[config.mk]
export PLATFORM = sky130hd
export DESIGN_NAME = mem_access_unit
export DESIGN_NICKNAME = d
export VERILOG_FILES = /design/src/rtl/mem_pkg.sv /design/src/rtl/mem_lane_fmt.sv /design/src/rtl/mem_access_unit.sv
export SDC_FILE = /design/constraint.sdc
export NUM_CORES = 1
export LEC_CHECK = 0
export CAP_MARGIN = 10
export CORE_MARGIN = 5
export CORE_UTILIZATION = 39
export DETAILED_ROUTE_END_ITERATION = 8
export PLACE_DENSITY_LB_ADDON = 0.15
export SETUP_SLACK_MARGIN = 0.5
export SYNTH_ARGS = -nofsm -noshare
export SYNTH_HDL_FRONTEND = slang
export SYNTH_SLANG_ARGS = --single-unit
[constraint.sdc]
create_clock -name clk -period 4.1 [get_ports clk]
set_input_delay 1.23 -clock clk [delete_from_list [all_inputs] [get_ports clk]]
set_output_delay 1.23 -clock clk [all_outputs]
set_load 0.02 [all_outputs]
[src/rtl/mem_pkg.sv]
// Shared encodings for the memory-access stage.
// Access sizes, FSM states and lane-width helper.
package mem_pkg;

    localparam logic [1:0] SZ_B = 2'd0;
    localparam logic [1:0] SZ_H = 2'd1;
    localparam logic [1:0] SZ_W = 2'd2;
    localparam logic [1:0] SZ_D = 2'd3;

    localparam logic [2:0] ST_IDLE   = 3'd0;
    localparam logic [2:0] ST_REQ    = 3'd1;
    localparam logic [2:0] ST_WAIT   = 3'd2;
    localparam logic [2:0] ST_HOLD   = 3'd3;
    localparam logic [2:0] ST_CANCEL = 3'd4;

    function automatic int clog2(input int n);
        int r;
        r = 0;
        while ((1 << r) < n) r++;
        return r;
    endfunction

endpackage

[src/rtl/mem_lane_fmt.sv]
// Byte-lane formatting: store replication/strobes,
// load extraction with sign or zero extension.
module mem_lane_fmt
    import mem_pkg::*;
#(
    parameter int DATA_W = 32,
    parameter int STRB_W = DATA_W / 8,
    parameter int LANE_W = clog2(DATA_W / 8)
) (
    input  logic [1:0]        size_i,
    input  logic              uns_i,
    input  logic [LANE_W-1:0] lane_i,
    input  logic [DATA_W-1:0] sdata_i,
    input  logic [DATA_W-1:0] rdata_i,
    output logic [DATA_W-1:0] wdata_o,
    output logic [STRB_W-1:0] wstrb_o,
    output logic [DATA_W-1:0] rdata_o
);

    logic [DATA_W-1:0] shifted;
    logic [DATA_W-1:0] mask;
    logic              sgn;

    always_comb begin
        wdata_o = sdata_i;
        wstrb_o = '1;
        mask    = '1;
        sgn     = 1'b0;
        shifted = rdata_i >> {lane_i, 3'b000};
        unique case (size_i)
            SZ_B: begin
                wdata_o = {STRB_W{sdata_i[7:0]}};
                wstrb_o = STRB_W'(1) << lane_i;
                mask    = DATA_W'(8'hFF);
                sgn     = shifted[7];
            end
            SZ_H: begin
                wdata_o = {(STRB_W/2){sdata_i[15:0]}};
                wstrb_o = STRB_W'(3) << lane_i;
                mask    = DATA_W'(16'hFFFF);
                sgn     = shifted[15];
            end
            SZ_W: begin
                wdata_o = {(STRB_W/4){sdata_i[31:0]}};
                wstrb_o = STRB_W'(4'hF) << lane_i;
                mask    = DATA_W'(32'hFFFF_FFFF);
                sgn     = shifted[31];
            end
            default: ;
        endcase
        // a full-width mask leaves no bits to extend
        rdata_o = (shifted & mask)
                | ({DATA_W{sgn & ~uns_i}} & ~mask);
    end

endmodule

[src/rtl/mem_access_unit.sv]
// Memory-access stage between EXE and WB with a
// req/addr_ok/data_ok data-memory handshake.
module mem_access_unit
    import mem_pkg::*;
#(
    parameter int DATA_W    = 32,
    parameter int ADDR_W    = 32,
    parameter int PAYLOAD_W = 64
) (
    input  logic                   clk,
    input  logic                   reset,
    input  logic                   in_valid,
    output logic                   in_ready,
    input  logic                   op_load,
    input  logic                   op_store,
    input  logic [1:0]             op_size,
    input  logic                   op_unsigned,
    input  logic [ADDR_W-1:0]      addr,
    input  logic [DATA_W-1:0]      store_data,
    input  logic [PAYLOAD_W-1:0]   payload_in,
    input  logic                   flush,
    output logic                   dm_req,
    output logic                   dm_wr,
    output logic [ADDR_W-1:0]      dm_addr,
    output logic [DATA_W/8-1:0]    dm_wstrb,
    output logic [DATA_W-1:0]      dm_wdata,
    input  logic                   dm_addr_ok,
    input  logic                   dm_data_ok,
    input  logic [DATA_W-1:0]      dm_rdata,
    output logic                   out_valid,
    input  logic                   out_ready,
    output logic [DATA_W-1:0]      result,
    output logic                   ex_adel,
    output logic                   ex_ades,
    output logic [ADDR_W-1:0]      badvaddr,
    output logic [PAYLOAD_W-1:0]   payload_out
);

    localparam int STRB_W = DATA_W / 8;
    localparam int LANE_W = clog2(STRB_W);

    logic [2:0]           state_q, state_d;
    logic                 ld_q, st_q, uns_q;
    logic [1:0]           size_q;
    logic [ADDR_W-1:0]    addr_q, badv_q;
    logic [DATA_W-1:0]    sdata_q, result_q;
    logic [PAYLOAD_W-1:0] payload_q;
    logic                 adel_q, ades_q;

    logic              accept, misal, is_mem;
    logic [2:0]        dest, amask;
    logic [DATA_W-1:0] wdata, fmt_rdata;
    logic [STRB_W-1:0] wstrb;

    assign in_ready = (state_q == ST_IDLE)
                    | ((state_q == ST_HOLD) & out_ready);
    assign accept   = in_valid & in_ready & ~flush;
    assign is_mem   = op_load | op_store;

    always_comb begin
        misal = 1'b0;
        unique case (op_size)
            SZ_B:    misal = 1'b0;
            SZ_H:    misal = addr[0];
            SZ_W:    misal = |addr[1:0];
            default: misal = (DATA_W == 32) | (|addr[2:0]);
        endcase
        dest = (is_mem & ~misal) ? ST_REQ : ST_HOLD;
    end

    always_comb begin
        state_d = state_q;
        unique case (state_q)
            ST_IDLE:
                state_d = accept ? dest : ST_IDLE;
            ST_REQ:
                if (dm_addr_ok)
                    state_d = flush ? ST_CANCEL : ST_WAIT;
                else if (flush)
                    state_d = ST_IDLE;
            ST_WAIT:
                if (dm_data_ok)
                    state_d = flush ? ST_IDLE : ST_HOLD;
                else if (flush)
                    state_d = ST_CANCEL;
            ST_HOLD:
                if (flush)
                    state_d = ST_IDLE;
                else if (out_ready)
                    state_d = accept ? dest : ST_IDLE;
            ST_CANCEL:
                if (dm_data_ok)
                    state_d = ST_IDLE;
            default:
                state_d = ST_IDLE;
        endcase
    end

    always_ff @(posedge clk) begin
        if (reset) begin
            state_q   <= ST_IDLE;
            ld_q      <= 1'b0;
            st_q      <= 1'b0;
            uns_q     <= 1'b0;
            size_q    <= SZ_B;
            addr_q    <= '0;
            sdata_q   <= '0;
            payload_q <= '0;
            result_q  <= '0;
            adel_q    <= 1'b0;
            ades_q    <= 1'b0;
            badv_q    <= '0;
        end else begin
            state_q <= state_d;
            if (accept) begin
                ld_q      <= op_load;
                st_q      <= op_store;
                uns_q     <= op_unsigned;
                size_q    <= op_size;
                addr_q    <= addr;
                sdata_q   <= store_data;
                payload_q <= payload_in;
                result_q  <= DATA_W'(addr);
                adel_q    <= op_load & misal;
                ades_q    <= op_store & misal;
                if (misal & is_mem)
                    badv_q <= addr;
            end
            if ((state_q == ST_WAIT) & dm_data_ok
                & ~flush & ld_q)
                result_q <= fmt_rdata;
        end
    end

    always_comb begin
        unique case (size_q)
            SZ_B:    amask = 3'b000;
            SZ_H:    amask = 3'b001;
            SZ_W:    amask = 3'b011;
            default: amask = 3'b111;
        endcase
    end

    mem_lane_fmt #(
        .DATA_W (DATA_W),
        .STRB_W (STRB_W),
        .LANE_W (LANE_W)
    ) u_fmt (
        .size_i  (size_q),
        .uns_i   (uns_q),
        .lane_i  (addr_q[LANE_W-1:0]),
        .sdata_i (sdata_q),
        .rdata_i (dm_rdata),
        .wdata_o (wdata),
        .wstrb_o (wstrb),
        .rdata_o (fmt_rdata)
    );

    assign dm_req      = (state_q == ST_REQ);
    assign dm_wr       = dm_req & st_q;
    assign dm_addr     = addr_q & ~ADDR_W'(amask);
    assign dm_wstrb    = dm_wr ? wstrb : '0;
    assign dm_wdata    = wdata;
    assign out_valid   = (state_q == ST_HOLD);
    assign result      = result_q;
    assign ex_adel     = adel_q;
    assign ex_ades     = ades_q;
    assign badvaddr    = badv_q;
    assign payload_out = payload_q;

endmodule

==> qor.txt <==
Slew headroom -> 40.2%
Area growth, synth to finish -> 50.9%
HP Class -> flop to flop
antenna cells -> 0
reg2reg start -> addr_q[1]
Switching Fraction -> 26.3%
gr usage total -> 22.2%
top cell type by total area after synthesis -> dfxtp_1
die span in y -> 159 µm
Core Region -> 21800 µm²
layout cells sized above 1 -> 7.04%
status -> complete, no violations
Ys Warns -> 0
Worst-path clk slew -> 0.06 ns
Initial Util -> 39.7%
fraction of registers with async set or reset after synthesis -> 0%
largest net degree at the start of global routing -> 96
sequential area share after synthesis -> 46.6%
R2R Path End -> result[17]
crit path capture -> dm_wdata[20]
Hold Buf Count CTS -> 0
Max Root-Sink Buffers -> 3
Syn Nets -> 1243
clock network power share -> 40.5%
number of gates resized after CTS -> 26
critical path cell sequence -> inv_1 > ha_2 > nor2_1 > buf_4 > mux2_2 > dlygate4sd2_1
Residual DRC -> 0
most common cell after layout, fill and taps aside -> clkdlybuf4s50_1
post-synthesis instance total -> 1064
Setup Fix Bufs, Post-CTS -> 0
Yosys top cell area share -> 46.6%
routability cong. -> 0.826
Finished Cell Area -> 13100 µm²
top-level I/O count -> 374
met1 wire length -> 12.4 mm
leak pwr -> 5.12 nW
later-pin clock latency in the skew report -> 0.51 ns
Vias per Instance -> 5.05
DRT Wirelength -> 29.9 mm
slowest stage delay, CP -> 0.38 ns
Worst-Margin Slew -> 0.897 ns
Flop pwr share -> 41.7%
via count -> 8364
Pre-Repair DR Iteration Count -> 5
Pint -> 0.00375 W
Pwr Density -> 389 nW/µm²
root buffer cell -> clkbuf_16
Final ANT Viol Nets -> 0
hpwl dp -> 21.7 mm
Comb power frac -> 17.8%
CTS sink count -> 202
Total Nets Final -> 1541
chip width -> 159 µm
RSZ-0062 raised after global routing -> true
Max FO, Critical Path -> 8
Fmax -> 287 MHz
Cell Area, Synth -> 8670 µm²
initial antenna violation count -> 1
Die ar. -> 25300 µm²
H-tree levels -> 1
Final TNS setup -> 0 ns
CP max-delay cell -> dfxtp_2
cells on worst reg2reg path -> 6
Clock Skews -> 0.0174 ns
# setup viols final -> 0
startpoint types -> flop
Req. time, crit path -> 2.87 ns
DRT iter0 DRCs -> 385
clock buffer count from CTS -> 23
final max-slew violation count -> 0
Yosys cell types -> 41
std cell rows -> 54
Worst VDD drop -> 0.273 mV
critical path class -> flop to output port
final hold violation count -> 0
most frequent cells in the layout -> clkdlybuf4s50_1, nand2_1, dfxtp_1
# fillers -> 1970
met2 WL post-DR -> 14.3 mm
CTS tree -> done
min Tclk post-route -> 3.49 ns
Worst setup EP type -> output port
Post-DP Area -> 12300 µm²
top cells by area, synth -> dfxtp_1, nand2_1, a21oi_1
CP Data Arrival Time -> 2.26 ns
global route overflow -> 0
number of global-route vias before repair -> 8163
Main synth FF type -> dfxtp_1
DR WL met3 -> 2.17 mm
first-pass GRT wire length -> 46.4 mm
Post-Syn Area per Cell -> 8.15 µm²
Max-Cap Viols -> 0
Final Cycle Share -> 85.0%
number of synthesized flops with an enable pin -> 0
R2R setup slack -> 1.52 ns
FF+latch count, synth -> 202
wire length per cell -> 18.1 µm
CP Launch Point -> size_q[1]
P_sw -> 0.00134 W
DR top layer -> met5
input/output buffers -> 373
[worst min-delay path by stage]
stage / from / endpoint / slack, ns / cells after the start
final: addr_q[2] / addr_q[2] / 0.45 / 2
after CTS: payload_out[49] / payload_out[49] / 0.45 / 2
after detailed placement: payload_out[49] / payload_out[49] / 0.45 / 2
after global routing: payload_out[27] / payload_out[27] / 0.46 / 2
after global placement: addr_q[2] / addr_q[2] / 0.44 / 2
after floorplan: addr_q[2] / addr_q[2] / 0.43 / 2
[synth_stat cells (8+ instances only)]
| cell | instances |
|---|---|
| nor2_1 | 58 |
| a22oi_1 | 8 |
| a21oi_1 | 163 |
| mux2_2 | 16 |
| a211o_1 | 8 |
| a221oi_2 | 10 |
| a22o_1 | 8 |
| nand2_1 | 341 |
| mux2i_1 | 43 |
| buf_2 | 25 |
| dfxtp_1 | 202 |
| clkbuf_1 | 45 |
| nor2b_1 | 10 |
| a311oi_1 | 15 |
| buf_4 | 39 |
[power by group through the flow]
stage	logic, W	registers, W	clock network [W]
after floorplan	0.000401	0.00223	0
after global placement	0.000913	0.00216	0
after detailed placement	0.000919	0.00216	0
after CTS	0.000917	0.00212	0.00210
after global routing	0.000979	0.00213	0.00218
final	0.000907	0.00212	0.00206
[cell families (layout without fill, tap and decap cells)]
logic type                 Yosys count  in the layout  synth area share [%]
AOI/OAI and AO/OA                  237            237                  17.3
adders and majority gates            7              7                  1.01
buffers and inverters              123            436                  7.91
DFF                                202            202                  46.6
muxes                               59             59                  7.04
and+or+nand+nor                    436            436                  20.1
[cell type report]
type	instances	area (µm²)	share of cell area (%)
Clock buffer	33	703	5.38
Sequential cell	202	4050	30.9
Tap cell	280	350	2.68
Inverter	3	11.3	0.0861
Multi-Input combinational cell	739	3980	30.5
Timing Repair Buffer	393	3920	30.0
Clock inverter	7	63.8	0.488
[registers in the layout (all words and copies together) (netlist names)]
register / count
result: 32
uns_q: 1
payload_out: 64
addr_q: 32
sdata_q: 32
ld_q: 1
size_q: 2
state_q: 3
ex_adel: 1
ex_ades: 1
badvaddr: 32
st_q: 1
[worst max-delay path, delay by kind of cell (launching register included)]
family	cells	cell delay, ns
AND/OR/NAND/NOR	1	0.15
buffers and inverters	3	0.63
multiplexers	1	0.34
adder cells (fa/ha/maj)	1	0.24
flip-flops	1	0.38
[per-layer routing]
layer / global-route usage, % / vias up
met5: 0 / -
met4: 7.60 / 2
met3: 6.47 / 67
met2: 37.5 / 280
met1: 27.0 / 3870
li1: - / 4145
[stage by stage]
stage / util (%) / worst slack, ns / hold slack [ns] / instances / total power [W]
2_1_floorplan: - / 0.905 / 0.432 / 1064 / 0.00263
3_3_place_gp: 56.3 / 0.208 / 0.439 / 1617 / 0.00307
3_5_place_dp: 56.3 / 0.207 / 0.446 / 1617 / 0.00308
4_1_cts: 59.8 / 0.474 / 0.454 / 1657 / 0.00514
5_1_grt: 59.9 / 0.500 / 0.465 / 1657 / 0.00529
6_report: 59.9 / 0.614 / 0.451 / 1657 / 0.00509
(Power assumes the default switching activity.)
